--- src/rtl/fg_pkg.sv ---
// fg_pkg: shared DAC sequencer state type and default write-phase timing
package fg_pkg;
  typedef enum logic [1:0] {IDLE, SETUP, STROBE, HOLD} dac_state_t;
  localparam int WR_SETUP_DEF = 1;
  localparam int WR_LOW_DEF = 2;
  localparam int WR_HOLD_DEF = 1;
endpackage

--- src/rtl/fg_sync_edge.sv ---
// fg_sync_edge: multi-flop synchroniser with a registered rising-edge pulse
module fg_sync_edge #(
  parameter int STAGES = 2
) (
  input  logic clk,
  input  logic rst_n,
  input  logic d,
  output logic rise
);
  logic [STAGES-1:0] sr;
  logic prev;
  always_ff @(posedge clk)
    if (!rst_n) begin
      sr <= '0;
      prev <= 1'b0;
      rise <= 1'b0;
    end else begin
      sr <= {sr[STAGES-2:0], d};
      prev <= sr[STAGES-1];
      rise <= sr[STAGES-1] & ~prev;
    end
endmodule

--- src/rtl/fg_cfg_dac_ctrl.sv ---
// fg_cfg_dac_ctrl: async-written shadow/active config bank and parallel DAC write sequencer
module fg_cfg_dac_ctrl import fg_pkg::*; #(
  parameter int NUM_REGS = 8,
  parameter int REG_W = 8,
  parameter int ADDR_W = 4,
  parameter int DATA_W = 8,
  parameter int SYNC_STAGES = 2,
  parameter int WR_SETUP = WR_SETUP_DEF,
  parameter int WR_LOW = WR_LOW_DEF,
  parameter int WR_HOLD = WR_HOLD_DEF
) (
  input  logic                      clk,
  input  logic                      rst_n,
  input  logic [REG_W-1:0]          cfg_data_i,
  input  logic [ADDR_W-1:0]         cfg_addr_i,
  input  logic                      cfg_wr_async_i,
  output logic [NUM_REGS*REG_W-1:0] cfg_bus_o,
  output logic                      cfg_update_o,
  input  logic [DATA_W-1:0]         sample_i,
  input  logic                      sample_valid_i,
  output logic [DATA_W-1:0]         dac_data_o,
  output logic                      dac_wr_n_o,
  output logic                      dac_clr_n_o,
  output logic                      dac_pd_n_o,
  output logic                      busy_o,
  output logic                      overflow_o
);
  logic wr, commit;
  logic [REG_W-1:0] shadow [NUM_REGS];
  logic [REG_W-1:0] active [NUM_REGS];
  dac_state_t state, state_n;
  logic [15:0] cnt;
  logic last, take, load, wr_n_d;
  logic [DATA_W-1:0] pend, load_d;
  logic pend_v;

  fg_sync_edge #(.STAGES(SYNC_STAGES)) u_sync (
    .clk  (clk),
    .rst_n(rst_n),
    .d    (cfg_wr_async_i),
    .rise (wr)
  );

  // the last-register write arms a commit so all shadows land in active together
  always_ff @(posedge clk)
    if (!rst_n) begin
      for (int i = 0; i < NUM_REGS; i++) begin
        shadow[i] <= '0;
        active[i] <= '0;
      end
      commit <= 1'b0;
      cfg_update_o <= 1'b0;
    end else begin
      for (int i = 0; i < NUM_REGS; i++)
        if (wr && int'(cfg_addr_i) == i) shadow[i] <= cfg_data_i;
      commit <= wr && int'(cfg_addr_i) == NUM_REGS - 1;
      cfg_update_o <= commit;
      if (commit) active <= shadow;
    end

  for (genvar g = 0; g < NUM_REGS; g++)
    assign cfg_bus_o[(NUM_REGS-1-g)*REG_W +: REG_W] = active[g];

  assign last = cnt == 16'(state == SETUP ? WR_SETUP - 1 : state == STROBE ? WR_LOW - 1 : WR_HOLD - 1);
  assign take = state == HOLD && last;
  assign busy_o = state != IDLE;

  always_ff @(posedge clk)
    if (!rst_n) begin
      state <= IDLE;
      cnt <= '0;
    end else begin
      state <= state_n;
      cnt <= state_n != state ? '0 : cnt + 1'b1;
    end

  always_comb
    case (state)
      IDLE:    state_n = sample_valid_i ? SETUP : IDLE;
      SETUP:   state_n = last ? STROBE : SETUP;
      STROBE:  state_n = last ? HOLD : STROBE;
      default: state_n = last ? (pend_v || sample_valid_i ? SETUP : IDLE) : HOLD;
    endcase

  always_comb begin
    wr_n_d = state_n != STROBE;
    load = state == IDLE ? sample_valid_i : take && (pend_v || sample_valid_i);
    load_d = take && pend_v ? pend : sample_i;
  end

  // a sample arriving on the final HOLD cycle refills the slot freed by the pending hand-off
  always_ff @(posedge clk)
    if (!rst_n) begin
      dac_data_o <= '0;
      dac_wr_n_o <= 1'b1;
      dac_clr_n_o <= 1'b0;
      dac_pd_n_o <= 1'b0;
      pend <= '0;
      pend_v <= 1'b0;
      overflow_o <= 1'b0;
    end else begin
      dac_wr_n_o <= wr_n_d;
      dac_clr_n_o <= 1'b1;
      dac_pd_n_o <= 1'b1;
      if (load) dac_data_o <= load_d;
      if (take) begin
        pend_v <= pend_v && sample_valid_i;
        if (sample_valid_i) pend <= sample_i;
      end else if (busy_o && sample_valid_i) begin
        pend <= sample_i;
        pend_v <= 1'b1;
        overflow_o <= overflow_o | pend_v;
      end
    end
endmodule

--- config.mk ---
export PLATFORM = sky130hd
export DESIGN_NAME = fg_cfg_dac_ctrl
export DESIGN_NICKNAME = d
export VERILOG_FILES = /design/src/rtl/fg_pkg.sv /design/src/rtl/fg_sync_edge.sv /design/src/rtl/fg_cfg_dac_ctrl.sv
export SDC_FILE = /design/constraint.sdc
export NUM_CORES = 1
export LEC_CHECK = 0
export ABC_CLOCK_PERIOD_IN_PS = 3770
export CAP_MARGIN = 20
export CORE_ASPECT_RATIO = 0.6
export CORE_MARGIN = 10
export CORE_UTILIZATION = 50
export DETAILED_ROUTE_END_ITERATION = 8
export PLACE_DENSITY = 0.75
export SLEW_MARGIN = 20
export SYNTH_ARGS = -nofsm -noshare
export SYNTH_HDL_FRONTEND = slang
export SYNTH_SLANG_ARGS = --single-unit
--- constraint.sdc ---
create_clock -name clk -period 3.77 [get_ports clk]
set_clock_uncertainty 0.15 [all_clocks]
set_input_delay 0.5655 -clock clk [delete_from_list [all_inputs] [get_ports clk]]
set_output_delay 0.5655 -clock clk [all_outputs]
set_load 0.005 [all_outputs]
### Word-level counts from Yosys, hierarchy flattened

Index checks and enable logic that the tools add are counted.
W data, S select, Z words.

* memories: 0
* bits of input ports: 24
* bits in registers: 172
* bits in writable memories: 0
* bits in latches: 0
* memory bits (read-only): 0

* div/mod/pow operators: 0
* eq/ne operators: 14
* shift-type cells: 0
* $mul: 0
* reductions and logical operators: 21
* multiplexer cells: 16
* magnitude comparators: 0
* add/sub/neg operators: 1
* bitwise logic cells: 5

Operator list (count)
* $mux W8: 4
* $add A16 B1 Y16 const B: 1
* $eq A16 B1 Y1: 1
* $eq A4 B4 Y1 const B: 4
* $logic_and A1 B1 Y1: 13
* $mux W1: 9
* $eq A4 B3 Y1 const B: 2
* $pmux W2 S3: 1
* $eq A2 B2 Y1 const B: 2
* $eq A4 B2 Y1 const B: 1
* $logic_not A4 Y1: 1
* $mux W2: 2
* $ne A2 B2 Y1 const B: 2
* $reduce_and A2 Y1: 2
* $reduce_bool A2 Y1: 2
* $not A1 Y1: 3
* $eq A2 B1 Y1 const B: 1
* $logic_not A2 Y1: 1
* $ne A2 B2 Y1: 1
* $reduce_or A2 Y1: 1
* $and A1 B1 Y1: 1
* $logic_or A1 B1 Y1: 1
* $or A1 B1 Y1: 1

### Logic depth before layout (Yosys ltp)

Gate-level depths: netlist of run 1.

* depth in word-level cells: 8
* gate-level depth with buffers: 7
* gate-level depth less buffers: 4

### Hierarchy

A second synthesis of run 1 with hierarchy kept.

* cell total of the unflattened synthesis: 652
* area, all modules: 6512.5 sq um

By module, submodules not included
* fg_cfg_dac_ctrl: cells an instance 644, area an instance 6401.1 sq um, seq. area each 3363.2 sq um, times used 1
* fg_sync_edge: cells an instance 8, area an instance 111.4 sq um, seq. area each 80.1 sq um, times used 1

### Worst setup path after synthesis of run 1

No wires, ideal clock.

* kind: in2reg
* start: input cfg_addr_i[3]
* end: register shadow[48] (netlist bit)
* stages: 6
* buffers on the path: 2
* setup slack: 2.008 ns
* arrival: 1.485 ns
* cells stage by stage: nor3b_1 buf_2 nand3b_1 buf_2 mux2i_1 nor2_1

* cells in the longest elaborated chain, start to end: 2

RTL lines
* from (decl): line fg_cfg_dac_ctrl.sv:15 `input logic [ADDR_W-1:0] cfg_addr_i,`
* $eq A4 B2 Y1: line fg_cfg_dac_ctrl.sv:55 `if (wr && int'(cfg_addr_i) == i) shadow[i] <= cfg_data_i;`
* $logic_and A1 B1 Y1: line fg_cfg_dac_ctrl.sv:55
* to (decl): line fg_cfg_dac_ctrl.sv:29 `logic [REG_W-1:0] shadow [NUM_REGS];`

No other way between the ends.
A chain may end at the register's enable or synchronous reset.

### Final worst setup path of run 1

* start: register state[1]
* end: output busy_o

* cells in the longest elaborated chain, start to end: 1

RTL lines
* from (decl): line fg_cfg_dac_ctrl.sv:31 `dac_state_t state, state_n;`
* from (signal assigned): line fg_cfg_dac_ctrl.sv:73 `state <= state_n;`
* $reduce_bool A2 Y1: line fg_cfg_dac_ctrl.sv:66 `assign busy_o = state != IDLE;`
* to (decl): line fg_cfg_dac_ctrl.sv:25 `output logic busy_o,`

No other way between the ends.

==> results of run 1 <==
-- cells by family after synthesis --
family,count (synthesis),share of synthesized area (%)
adder cells (fa/ha/maj),1,0.191
buffers and inverters,58,4.78
flip-flops,172,52.6
AO/OA/AOI/OAI,54,5.50
AND/OR/NAND/NOR,238,16.8
multiplexers,120,18.3
XOR/XNOR,14,1.87
-- synthesized netlist by cell type (8+ instances only) --
| master | n |
|---|---|
| a311oi_1 | 8 |
| nor2_1 | 132 |
| nor2_2 | 8 |
| nand4_1 | 9 |
| buf_2 | 15 |
| clkbuf_1 | 26 |
| mux2i_1 | 120 |
| o21ai_0 | 10 |
| a211oi_1 | 8 |
| nand3_1 | 22 |
| xor2_1 | 12 |
| nand2_1 | 31 |
| a21oi_1 | 18 |
| dfxtp_1 | 172 |
-- power breakdown --
group          leakage (nW)  switching, mW  internal (mW)
sequential             1.39         0.0809           1.90
combinational          1.25          0.297          0.233
clock                 0.296          0.726           1.08
-- path summary, 6_finish.rpt --
path,cells after the start,startpoint,slack (ns),to
worst min-delay path,1,u_sync.prev,0.24,u_sync.rise
worst max-delay path,3,state[1],1.42,busy_o
worst max register to register,4,cnt[2],1.57,dac_wr_n_o
worst min register to register,1,u_sync.prev,0.24,u_sync.rise
-- per-layer routing --
| metal | GRT usage [%] | vias up |
|---|---|---|
| met5 | 0 | - |
| met4 | 4.39 | 0 |
| met3 | 5.39 | 6 |
| met2 | 26.1 | 93 |
| met1 | 21.8 | 2308 |
| li1 | - | 2380 |
-- layout make-up --
type	count	area, um^2
fill	1009	4660
sequential	172	3450
multi-input combinational	427	2790
timing repair buffer	106	1060
clock buffer	19	453
tap	170	213
clock inverter	12	163
inverter	5	21.3
-- registers in the layout, indices dropped and copies added (netlist names) --
| signal | count |
|---|---|
| cfg_bus_o | 64 |
| dac_wr_n_o | 1 |
| overflow_o | 1 |
| commit | 1 |
| u_sync.prev | 1 |
| shadow | 64 |
| cnt | 16 |
| state | 2 |
| pend_v | 1 |
| u_sync.rise | 1 |
| cfg_update_o | 1 |
| u_sync.sr | 2 |
| pend | 8 |
| dac_data_o | 8 |
| dac_pd_n_o | 1 |
-- layout by cell type, fill, tap and decap left out, types with 4 or more instances in the layout --
cell / synthesis / layout
dfxtp_1: 172 / 171
nor2_1: 132 / 132
mux2i_1: 120 / 120
clkdlybuf4s50_1: 0 / 101
nand2_1: 31 / 31
nand3_1: 22 / 22
a21oi_1: 18 / 18
clkbuf_16: 0 / 17
xor2_1: 12 / 12
o21ai_0: 10 / 10
nand4_1: 9 / 9
nor2_2: 8 / 8
a211oi_1: 8 / 8
a311oi_1: 8 / 8
and2_1: 5 / 5
inv_1: 5 / 4
and3_1: 4 / 4
nor2b_1: 4 / 4
buf_4: 3 / 4
-- metrics by stage --
stage	std cells	hold slack (ns)	worst slack [ns]
2_1_floorplan	657	0.217	2.01
5_1_grt	911	0.255	1.29
3_3_place_gp	880	0.226	1.29
3_5_place_dp	880	0.228	1.19
4_1_cts	911	0.237	1.40
6_report	911	0.243	1.42
-- worst max-delay path, stage by stage, from the launching register on --
cell and delay, ns:
dfxtp_1 0.52, nor2_2 0.10, inv_1 0.10, clkdlybuf4s50_1 0.51
==> impl_metrics.py, run 1 <==
metrics = {
    "clock_network": {
        "path_clk_slew_ns": 0.06,
        "cts_root_buf": "clkbuf_16",
        "htreeDepth": 4,
        "cts_resized": 0,
        "cts.sinks": 172,
        "cts_tree": "yes",
        "postCtsSetupBuffers": 0,
        "cts_buffers": 17,
        "cts_buffer_depth": 2,
        "cts_hold_buffers": 0,
        "clock_latency_ns": 0.42,
    },
    "global_route": {
        "grt.total_usage_pct": 16.6,
        "grt_first_pass_wirelength_mm": 24.8,
        "grt_antenna_before_repair": 0,
        "grt_max_degree": 148,
        "globalRouteOverflowTotal": 0,
        "grt_pass1_vias": 4722,
    },
    "detailed_routing": {
        "first_pass_iters": 5,
        "vias": 4787,
        "drcViolationCount": 0,
        "dr.max_layer_used": "met4",
        "ant_nets": 0,
        "drtIter0Drc": 250,
        "wl_per_cell_um": 16.5,
        "totalWireLength_mm": 15.1,
        "wl_met3_um": 901,
        "via_per_inst": 5.25,
        "met2_length_mm": 7.09,
        "wl_met1_mm": 6.99,
    },
    "critical_path": {
        "critPathKind": "flip-flop to output port",
        "endpoint_kind": "output port",
        "cp.required_ns": 3.05,
        "path_max_fanout": 11,
        "start_kind": "flip-flop",
        "worstPathArrival_ns": 1.64,
    },
    "finish": {
        "final_design_area_no_fill_um2": 8150,
        "drive_gt1_share_pct": 7.56,
        "fin_util_pct": 63.6,
        "diodes": 0,
        "final_nets": 754,
        "areaGrowthSynthToFinish_pct": 24.5,
    },
    "power_and_ir_drop": {
        "power_density_nw_per_um2": 530,
        "p_leak_nw": 2.94,
        "p_total_mw": 4.32,
        "peakVddDrop_v": 0.000309,
    },
    "sta": {
        "hold_violations": 0,
        "fmax_mhz": 425,
        "setup_viol": 0,
        "worst_pin_slew_ns": 1.13,
        "period_minus_slack_ns": 2.35,
        "setup_tns_ns": 0,
        "finalMaxSlewViolations": 0,
        "finalCritPeriodShare_pct": 62.4,
        "rsz0062_at_grt": "no",
        "timing.slew.headroom_pct": 24.4,
    },
    "die": {
        "die_x_um": 168,
        "core.rowCount": 32,
        "fp.dieArea_um2": 18200,
        "pin_count": 102,
        "die_y_um": 109,
        "core_area_um2": 12800,
        "initial_core_util_pct": 51.1,
    },
    "run_status": {
        "status": "finished, final reports clean",
    },
    "logic_synthesis": {
        "synth_seq_cells": 172,
        "syn_area_per_cell_um2": 9.97,
        "syn_inst": 657,
        "syn_area_um2": 6550,
        "synth_warnings": 0,
        "synth-async-reset-ratio_pct": 0,
        "synthFlopType": "dfxtp_1",
        "ys_top_cells_by_area": "dfxtp_1 53%, mux2i_1 18%, nor2_1 7.6%",
        "synth_fp_nets": 682,
        "synth-edff-count": 0,
        "synth_area_leader_cell": "dfxtp_1",
        "synth.distinct_cells": 47,
        "ys_seq_area_share_pct": 52.6,
        "synth_top_area_share_pct": 52.6,
    },
    "placed_design": {
        "place_hpwl_mm": 10.4,
        "place.gp.congestion": 0.843,
        "port_buffers": 101,
        "place_area_um2": 7540,
    },
    "hold_path": {
        "hold_class": "flip-flop to flip-flop",
    },
    "flow_run": {
        "maxCapViolCount": 0,
    },
}
(Power assumes the default switching activity.)
==> inputs of run 2 (changes only) <==
Settings changed: ABC_CLOCK_PERIOD_IN_PS 3770 to 2250.
Clock period 3.77 ns to 2.25 ns, I/O delays scaled along.
==> impl_metrics.py, run 2 (same netlist as run 1, synthesis figures left out) <==
metrics = {
    "critical_path": {
        "path_cells": "nor2_2 -> inv_1 -> clkdlybuf4s50_1",
        "critPathBufInv": 2,
        "slowest_delay_ns": 0.51,
        "cpMaxStageDelayCell": "dfxtp_1",
        "worstPathArrival_ns": 1.62,
        "cp.required_ns": 1.76,
        "r2r_slack_ns": 0.23,
        "path_max_fanout": 10,
        "critPathKind": "flip-flop to output port",
        "start_kind": "flip-flop",
        "cp_top_family": "buffers and inverters",
        "endpoint_kind": "output port",
    },
    "die": {
        "core_area_um2": 12800,
        "pin_count": 102,
        "fp.dieArea_um2": 18200,
        "initial_core_util_pct": 51.1,
        "core.rowCount": 32,
        "die_y_um": 109,
        "die_x_um": 168,
    },
    "sta": {
        "fmax_mhz": 474,
        "rsz0062_at_grt": "no",
        "setup_viol": 0,
        "fin_ws_ns": 0.140,
        "setup_tns_ns": 0,
        "finalMaxSlewViolations": 0,
        "hold_violations": 0,
        "finalCritPeriodShare_pct": 93.8,
        "timing.slew.headroom_pct": 60.5,
        "period_minus_slack_ns": 2.11,
        "worst_pin_slew_ns": 0.589,
    },
    "clock_network": {
        "clock_latency_ns": 0.42,
        "htreeDepth": 4,
        "cts_resized": 0,
        "postCtsSetupBuffers": 0,
        "cts_hold_buffers": 0,
        "cts_buffer_depth": 2,
        "cts_tree": "yes",
        "cts_buffers": 17,
        "cts_root_buf": "clkbuf_16",
        "cts.sinks": 172,
        "path_clk_slew_ns": 0.07,
    },
    "detailed_routing": {
        "first_pass_iters": 5,
        "drtIter0Drc": 329,
        "drcViolationCount": 0,
        "via_per_inst": 5.26,
        "ant_nets": 0,
        "totalWireLength_mm": 15.6,
        "vias": 4858,
        "wl_per_cell_um": 16.9,
    },
    "finish": {
        "areaGrowthSynthToFinish_pct": 25.7,
        "layout_commonest_cell": "dfxtp_1",
        "final_design_area_no_fill_um2": 8240,
        "drive_gt1_share_pct": 9.16,
        "diodes": 0,
        "final_nets": 766,
        "final_cell_mix": "170 x dfxtp_1, 132 x nor2_1, 120 x mux2i_1, 101 x clkdlybuf4s50_1, 31 x nand2_1",
    },
    "global_route": {
        "globalRouteOverflowTotal": 0,
        "grt.total_usage_pct": 16.9,
        "grt_pass1_vias": 4871,
        "grt_antenna_before_repair": 0,
        "grt_max_degree": 75,
        "grt_first_pass_wirelength_mm": 25.5,
    },
    "power_and_ir_drop": {
        "p_total_mw": 7.16,
        "p_leak_nw": 2.99,
        "power_density_nw_per_um2": 869,
        "peakVddDrop_v": 0.000506,
    },
    "hold_path": {
        "hold_class": "flip-flop to flip-flop",
    },
    "placed_design": {
        "place_area_um2": 7650,
        "place_hpwl_mm": 10.8,
        "port_buffers": 101,
        "place_ws_ns": 0.0657,
        "place.gp.congestion": 0.830,
    },
    "run_status": {
        "status": "finished, final reports clean",
    },
    "flow_run": {
        "maxCapViolCount": 0,
    },
}
[run 2: cell count changes in the layout (fill, tap and decap cells not counted), sizes merged]
| cell | before | now |
|---|---|---|
| buf | 5 | 17 |
| clkinvlp | 2 | 3 |
| bufinv | 3 | 2 |
| clkinv | 4 | 3 |
| clkbuf | 19 | 17 |
| inv | 8 | 11 |
[run 2: area by class of cell]
| cell class | count | area, um^2 |
|---|---|---|
| fillers | 1031 | 4580 |
| well taps | 170 | 213 |
| flip-flops and latches | 172 | 3450 |
| clock inverters | 14 | 158 |
| repair buffers | 118 | 1180 |
| clock buffers | 17 | 425 |
| multi-input cells | 427 | 2790 |
| inverters | 5 | 21.3 |
[run 2: per-stage QoR]
stage	hold WS [ns]	std cells	utilization (%)
global route	0.268	923	64.3
CTS	0.259	923	64.3
floorplan	0.215	657	-
finish	0.269	923	64.3
detailed placement	0.249	892	59.7
global placement	0.223	892	59.7
[run 2: worst reg2reg max path: cells and delay by family (launching register included)]
family / cells / cell delay, ns
AOI/OAI and AO/OA: 1 / 0.42
and+or+nand+nor: 3 / 0.95
DFF: 1 / 0.38
[run 2: worst paths after layout]
kind,to,depth (start not counted),start
worst min-delay path,u_sync.rise,1,u_sync.prev
worst max register to register,cnt[2],4,cnt[2]
worst max-delay path,busy_o,3,state[0]
worst min register to register,u_sync.rise,1,u_sync.prev
[run 2: metal layers]
metal  up-vias  share of wire [%]  wire (um)  GRT usage [%]
met5         -                  0          0              0
met2       127                 47       7300           27.2
met1      2326                 46       7220           21.7
met4         0                1.1        175           4.70
met3        13                5.8        905           4.92
li1       2392                  -          -              -
[run 2: report_power, final]
| group | leakage, nW | switching (mW) | internal (mW) |
|---|---|---|---|
| registers | 1.39 | 0.137 | 3.18 |
| clock network | 0.278 | 1.26 | 1.65 |
| logic | 1.32 | 0.509 | 0.418 |
